### src/rtl/sigpulse_pkg.sv
// Shared definitions for the sigpulse family: receiver FSM encoding and the
// synchronizer depth used on every asynchronous pulse input.
package sigpulse_pkg;

    localparam int SIGPULSE_SYNC_STAGES = 2;

    typedef enum logic [1:0] {
        MEAS_IDLE     = 2'd0,
        MEAS_WAIT_DEF = 2'd1,
        MEAS_ARMED    = 2'd2,
        MEAS_COUNT    = 2'd3
    } meas_state_e;

endpackage

### src/rtl/sigpulse_infilt.sv
// Input conditioning for sigpulse_meas: synchronizer followed by an optional
// glitch filter enabled with SIGPULSE_MEAS_FILTER_EN.
module sigpulse_infilt
    import sigpulse_pkg::*;
#(
    parameter int FILT_LEN = 4
) (
    input  logic io_clk,
    input  logic io_rst_n,
    input  logic din,
    output logic dout
);

    logic [SIGPULSE_SYNC_STAGES-1:0] sync_q;
    logic                            syncOut;

    always_ff @(posedge io_clk or negedge io_rst_n) begin
        if (!io_rst_n) begin
            sync_q <= '0;
        end else begin
            sync_q <= {sync_q[SIGPULSE_SYNC_STAGES-2:0], din};
        end
    end

    assign syncOut = sync_q[SIGPULSE_SYNC_STAGES-1];

`ifdef SIGPULSE_MEAS_FILTER_EN
    localparam logic [7:0] FiltLast = 8'(FILT_LEN - 1);

    logic [7:0] filtCnt_q;
    logic       filt_q;

    // Both edges see the same FILT_LEN delay, so pulse widths are preserved.
    always_ff @(posedge io_clk or negedge io_rst_n) begin
        if (!io_rst_n) begin
            filtCnt_q <= '0;
            filt_q    <= 1'b0;
        end else if (syncOut == filt_q) begin
            filtCnt_q <= '0;
        end else if (filtCnt_q == FiltLast) begin
            filtCnt_q <= '0;
            filt_q    <= syncOut;
        end else begin
            filtCnt_q <= filtCnt_q + 8'd1;
        end
    end

    assign dout = filt_q;
`else
    assign dout = syncOut;
`endif

endmodule

### src/rtl/sigpulse_meas.sv
// Pulse-width receiver: measures one complete active pulse on io_pulseIn in
// io_clk cycles. Optional glitch filter: SIGPULSE_MEAS_FILTER_EN.
module sigpulse_meas
    import sigpulse_pkg::*;
#(
    parameter int _RAM_WIDTH = 32,
    parameter int FILT_LEN   = 4
) (
    input  logic                   io_clk,
    input  logic                   io_rst_n,
    input  logic                   io_en,
    input  logic                   meas_dis,
    input  logic                   io_defaultLevel,
    input  logic                   io_pulseIn,
    output logic [_RAM_WIDTH-1:0]  io_widthOut,
    output logic                   pulse_valid,
    output logic                   io_overflow,
    output logic                   io_busy
);

    localparam logic [_RAM_WIDTH-1:0] CntMax = '1;
    localparam logic [_RAM_WIDTH-1:0] CntOne = {{(_RAM_WIDTH-1){1'b0}}, 1'b1};

    meas_state_e             state_q;
    logic                    lvl;
    logic                    act;
    logic                    def_q;
    logic [_RAM_WIDTH-1:0]   cnt_q;
    logic [_RAM_WIDTH-1:0]   cnt_d;
    logic                    cntSat;
    logic                    ovf_q;
    logic [_RAM_WIDTH-1:0]   widthOut_q;
    logic                    valid_q;
    logic                    overflow_q;

    sigpulse_infilt #(
        .FILT_LEN(FILT_LEN)
    ) u_infilt (
        .io_clk  (io_clk),
        .io_rst_n(io_rst_n),
        .din     (io_pulseIn),
        .dout    (lvl)
    );

    assign act    = lvl ^ def_q;
    assign cntSat = (cnt_q == CntMax);
    assign cnt_d  = cntSat ? cnt_q : (cnt_q + CntOne);

    // WAIT_DEF exists so that arming in the middle of a pulse never reports a truncated width.
    always_ff @(posedge io_clk or negedge io_rst_n) begin
        if (!io_rst_n) begin
            state_q    <= MEAS_IDLE;
            def_q      <= 1'b0;
            cnt_q      <= '0;
            ovf_q      <= 1'b0;
            widthOut_q <= '0;
            valid_q    <= 1'b0;
            overflow_q <= 1'b0;
        end else begin
            valid_q <= 1'b0;
            if (meas_dis) begin
                state_q <= MEAS_IDLE;
            end else begin
                case (state_q)
                    MEAS_IDLE: begin
                        if (io_en) begin
                            def_q   <= io_defaultLevel;
                            cnt_q   <= '0;
                            ovf_q   <= 1'b0;
                            state_q <= MEAS_WAIT_DEF;
                        end
                    end
                    MEAS_WAIT_DEF: begin
                        if (!act) begin
                            state_q <= MEAS_ARMED;
                        end
                    end
                    MEAS_ARMED: begin
                        if (act) begin
                            cnt_q   <= CntOne;
                            state_q <= MEAS_COUNT;
                        end
                    end
                    MEAS_COUNT: begin
                        if (act) begin
                            cnt_q <= cnt_d;
                            if (cntSat) begin
                                ovf_q <= 1'b1;
                            end
                        end else begin
                            widthOut_q <= cnt_q;
                            overflow_q <= ovf_q;
                            valid_q    <= 1'b1;
                            state_q    <= MEAS_IDLE;
                        end
                    end
                    default: begin
                        state_q <= MEAS_IDLE;
                    end
                endcase
            end
        end
    end

    assign io_widthOut = widthOut_q;
    assign pulse_valid = valid_q;
    assign io_overflow = overflow_q;
    assign io_busy     = (state_q != MEAS_IDLE);

endmodule

### config.mk
export PLATFORM = sky130hd
export DESIGN_NAME = sigpulse_meas
export DESIGN_NICKNAME = d
export VERILOG_FILES = /design/src/rtl/sigpulse_pkg.sv /design/src/rtl/sigpulse_infilt.sv /design/src/rtl/sigpulse_meas.sv
export SDC_FILE = /design/constraint.sdc
export NUM_CORES = 1
export LEC_CHECK = 0
export ABC_AREA = 1
export BUFFER_PORTS_ARGS = -buffer_cell sky130_fd_sc_hd__buf_2
export CAP_MARGIN = 20
export CORE_MARGIN = 4
export CORE_UTILIZATION = 53
export CTS_CLUSTER_DIAMETER = 80
export DETAILED_ROUTE_END_ITERATION = 10
export PLACE_DENSITY = 0.75
export SETUP_SLACK_MARGIN = 0.05
export SLEW_MARGIN = 20
export SYNTH_ARGS = -nofsm -noshare
export SYNTH_HDL_FRONTEND = slang
export SYNTH_SLANG_ARGS = --single-unit
### constraint.sdc
create_clock -name io_clk -period 1.75 [get_ports io_clk]
set_input_delay 0.35 -clock io_clk [delete_from_list [all_inputs] [get_ports io_clk]]
set_output_delay 0.35 -clock io_clk [all_outputs]
set_load 0.03 [all_outputs]
==> run metrics <==
outcome completed; buffers added on ports 40; first-pass GRT wire length 15400 microns; Mapped Area 0.00374 sq mm; Inst Count DP 644; fmax 580 MHz; R2R cell count 9; post-synthesis instance total 490; share of cells above drive strength 1 24.2%; post-synthesis net count 502; H-tree depth 3; clock net sink count 72; Setup crit start kind register; Routed WL per cell 14.1 microns; die height 92.0 microns; Unique masters post-synth 26; Post-synth EDFFs 0; Syn. warnings 0; syn_area_per_cell 7.63 sq um; worst hold start io_pulseIn; Starting Density 54.7%; chip width 92.0 microns; setup_tns 0 ns; Pwr per Cell Area 902 mW/mm^2; CP Class reg -> reg; top cells by count, synth nand2_1, dfrtp_1, nor2_1; Initial DRC Count 263; clock slew at reported path FFs 0.07 ns; worst-path cell chain ha_2, nand2_2, nor2_4, nand2_2, nor2_4, nand3_4, nand3_4, buf_8, o21ai_2; Slowest-stage cell, CP dfrtp_1; switching share of power 30.1%; Largest stage delay, worst path 0.37 ns; Via density 5.09; unrepaired setup endpoints after global routing yes; Logic pwr share 26.1%; Worst-Skew Late Latency 0.35 ns; count of final setup violators 0; met1 usage in global routing 30.3%; max-slew violation count 0; CTS buffer count 9; post-synth top area cell dfrtp_1; async set or reset register ratio after synthesis 100%; Tot GR Track Use 23.0%; Relative slew margins 77.3%; Nets 579; Rows 30; Required @ worst endpoint 1.99 ns; final non-filler cell total 667; sw power 1.28 mW; Yosys top cell area share 48.2%; DRC errors left 0; internal power 2.98 mW; Post-DP HPWL 6830 microns; Hold Crit Depth 1; most numerous cell in the Yosys netlist nand2_1; Reg2Reg Launch Point cnt_q[0]$_DFFE_PN0P_; R2R Setup Slk 0.03 ns; I/O pin total 41; die area 0.00846 sq mm; P_leak 2.21 nW; Antenna Nets Post-Route 0; GPL Wtd Cong 1.01; worst vdd ir 0.000651 V; Core Area 0.00683 sq mm; Hold EP u_infilt.sync_q[0]$_DFF_PN0_; Clock Skews 0.00963 ns; Seq/Total Area, Yosys 48.2%; CP Max Fanout 8; Area contributors post-synth dfrtp_1, nand2_1, nor2_1, o21ai_0, inv_1; final hold viol count 0; total grt overflow 0; CTS tree yes; vias 3396; Seq pwr share 41.6%; element type at the critical path end register; root buf cell clkbuf_8; critical path launch point cnt_q[0]$_DFFE_PN0P_; Min-Delay Path Class in -> reg; period utilization 98.5%; met3 Use GR 5.50%; largest net degree at the start of global routing 47; Routed WL 9400 microns; met2 usage in global routing 37.7%; WP data arrival 1.96 ns; n_diodes 0; Pre-antenna DRT Iters 5; reg-to-reg critical path endpoint cnt_q[2]$_DFFE_PN0P_; Clock Tree Buf Depth 2; Clock Power Share 32.3%; min Tclk post-route 1.72 ns; Yosys reg bits 72; Least-Margin Pin Slew 0.340 ns; vias in the first global route 3278; Max-Cap Viols 0; Layout area overhead 26.2%; ys flop type dfrtp_1; GR peak layer met2; initial antenna violation count 0
-- flip-flops by register name (all words and copies together) (netlist names) --
signal           cells
pulse_valid          1
u_infilt.sync_q      2
ovf_q                1
io_overflow          1
def_q                1
io_widthOut         32
state_q              2
cnt_q               32
-- cells in the final DEF (no fill, tap or decap), drive strengths merged, types with 2 or more instances in the layout --
cell    instances
a21oi           4
and2            2
buf            76
clkbuf         13
dfrtp          72
ha              6
inv            48
nand2         196
nand3          19
nand4           4
nor2           56
o21ai          49
xnor2           2
xor2           19
-- power groups by stage --
stage                     clock, mW  combinational, mW  sequential [mW]
after floorplan                   0              0.469             1.85
after global placement            0              0.856             1.79
after detailed placement          0              0.880             1.80
after CTS                      1.40              0.939             1.77
after global routing           1.46               1.21             1.78
final                          1.37               1.11             1.77
-- area by class of cell --
cell class                 instances  area [sq um]
timing repair buffer              77           581
clock inverter                     2          37.5
tap                               96           120
timing repair inverter             1          6.26
inverter                          48           190
fill                             556          2110
clock buffer                      13           169
multi-input combinational        358          1810
sequential                        72          1800
-- worst max path at each step --
stage               cells after the start               endpoint
finish                                  9   cnt_q[2]$_DFFE_PN0P_
global route                            9   cnt_q[9]$_DFFE_PN0P_
CTS                                     5                io_busy
detailed placement                      8  cnt_q[17]$_DFFE_PN0P_
global placement                        9  cnt_q[29]$_DFFE_PN0P_
floorplan                               9   cnt_q[2]$_DFFE_PN0P_
-- metal layers --
layer / part of all wire [%] / up-vias
met5: 0 / -
met1: 42 / 1585
met4: 3.0 / 0
met3: 5.6 / 25
met2: 49 / 117
li1: - / 1669
-- repair_timing --
action | in CTS | in global routing
hold endpoints to repair | 46 | 0
cloned | 0 | 1
hold buffers | 1 | 0
buffers inserted | 2 | 5
pin swaps | 1 | 10
setup endpoints to repair | 26 | 33
gates resized for setup | 7 | 51
-- cell families after synthesis --
group                      after synthesis  share of synthesized area (%)
AOI/OAI and AO/OA                       54                           7.60
xor gates and xnor gates                21                           4.92
adders and majority gates                6                           2.01
buffers and inverters                   60                           7.03
DFF                                     72                           48.2
and+or+nand+nor                        277                           30.3
-- critical path: cells and delay by family, from the launching register on --
family	cells	cell delay, ns
adders and majority gates	1	0.21
DFF	1	0.37
buffers and inverters	1	0.18
AOI/OAI and AO/OA	1	0.06
and+or+nand+nor	6	0.81
-- per-stage QoR --
step	area (sq um)	total power, mW	util [%]	setup slack, ns	hold WS [ns]
3_5_place_dp	4260	2.68	62.4	0.00615	0.338
3_3_place_gp	4260	2.65	62.4	0.103	0.333
6_report	4720	4.26	69.1	0.0266	0.101
2_1_floorplan	3740	2.32	-	0.0644	0.0544
4_1_cts	4510	4.10	66.0	0.0412	0.0920
5_1_grt	4720	4.45	69.1	-0.0707	0.0896
(Power assumes the default switching activity.)
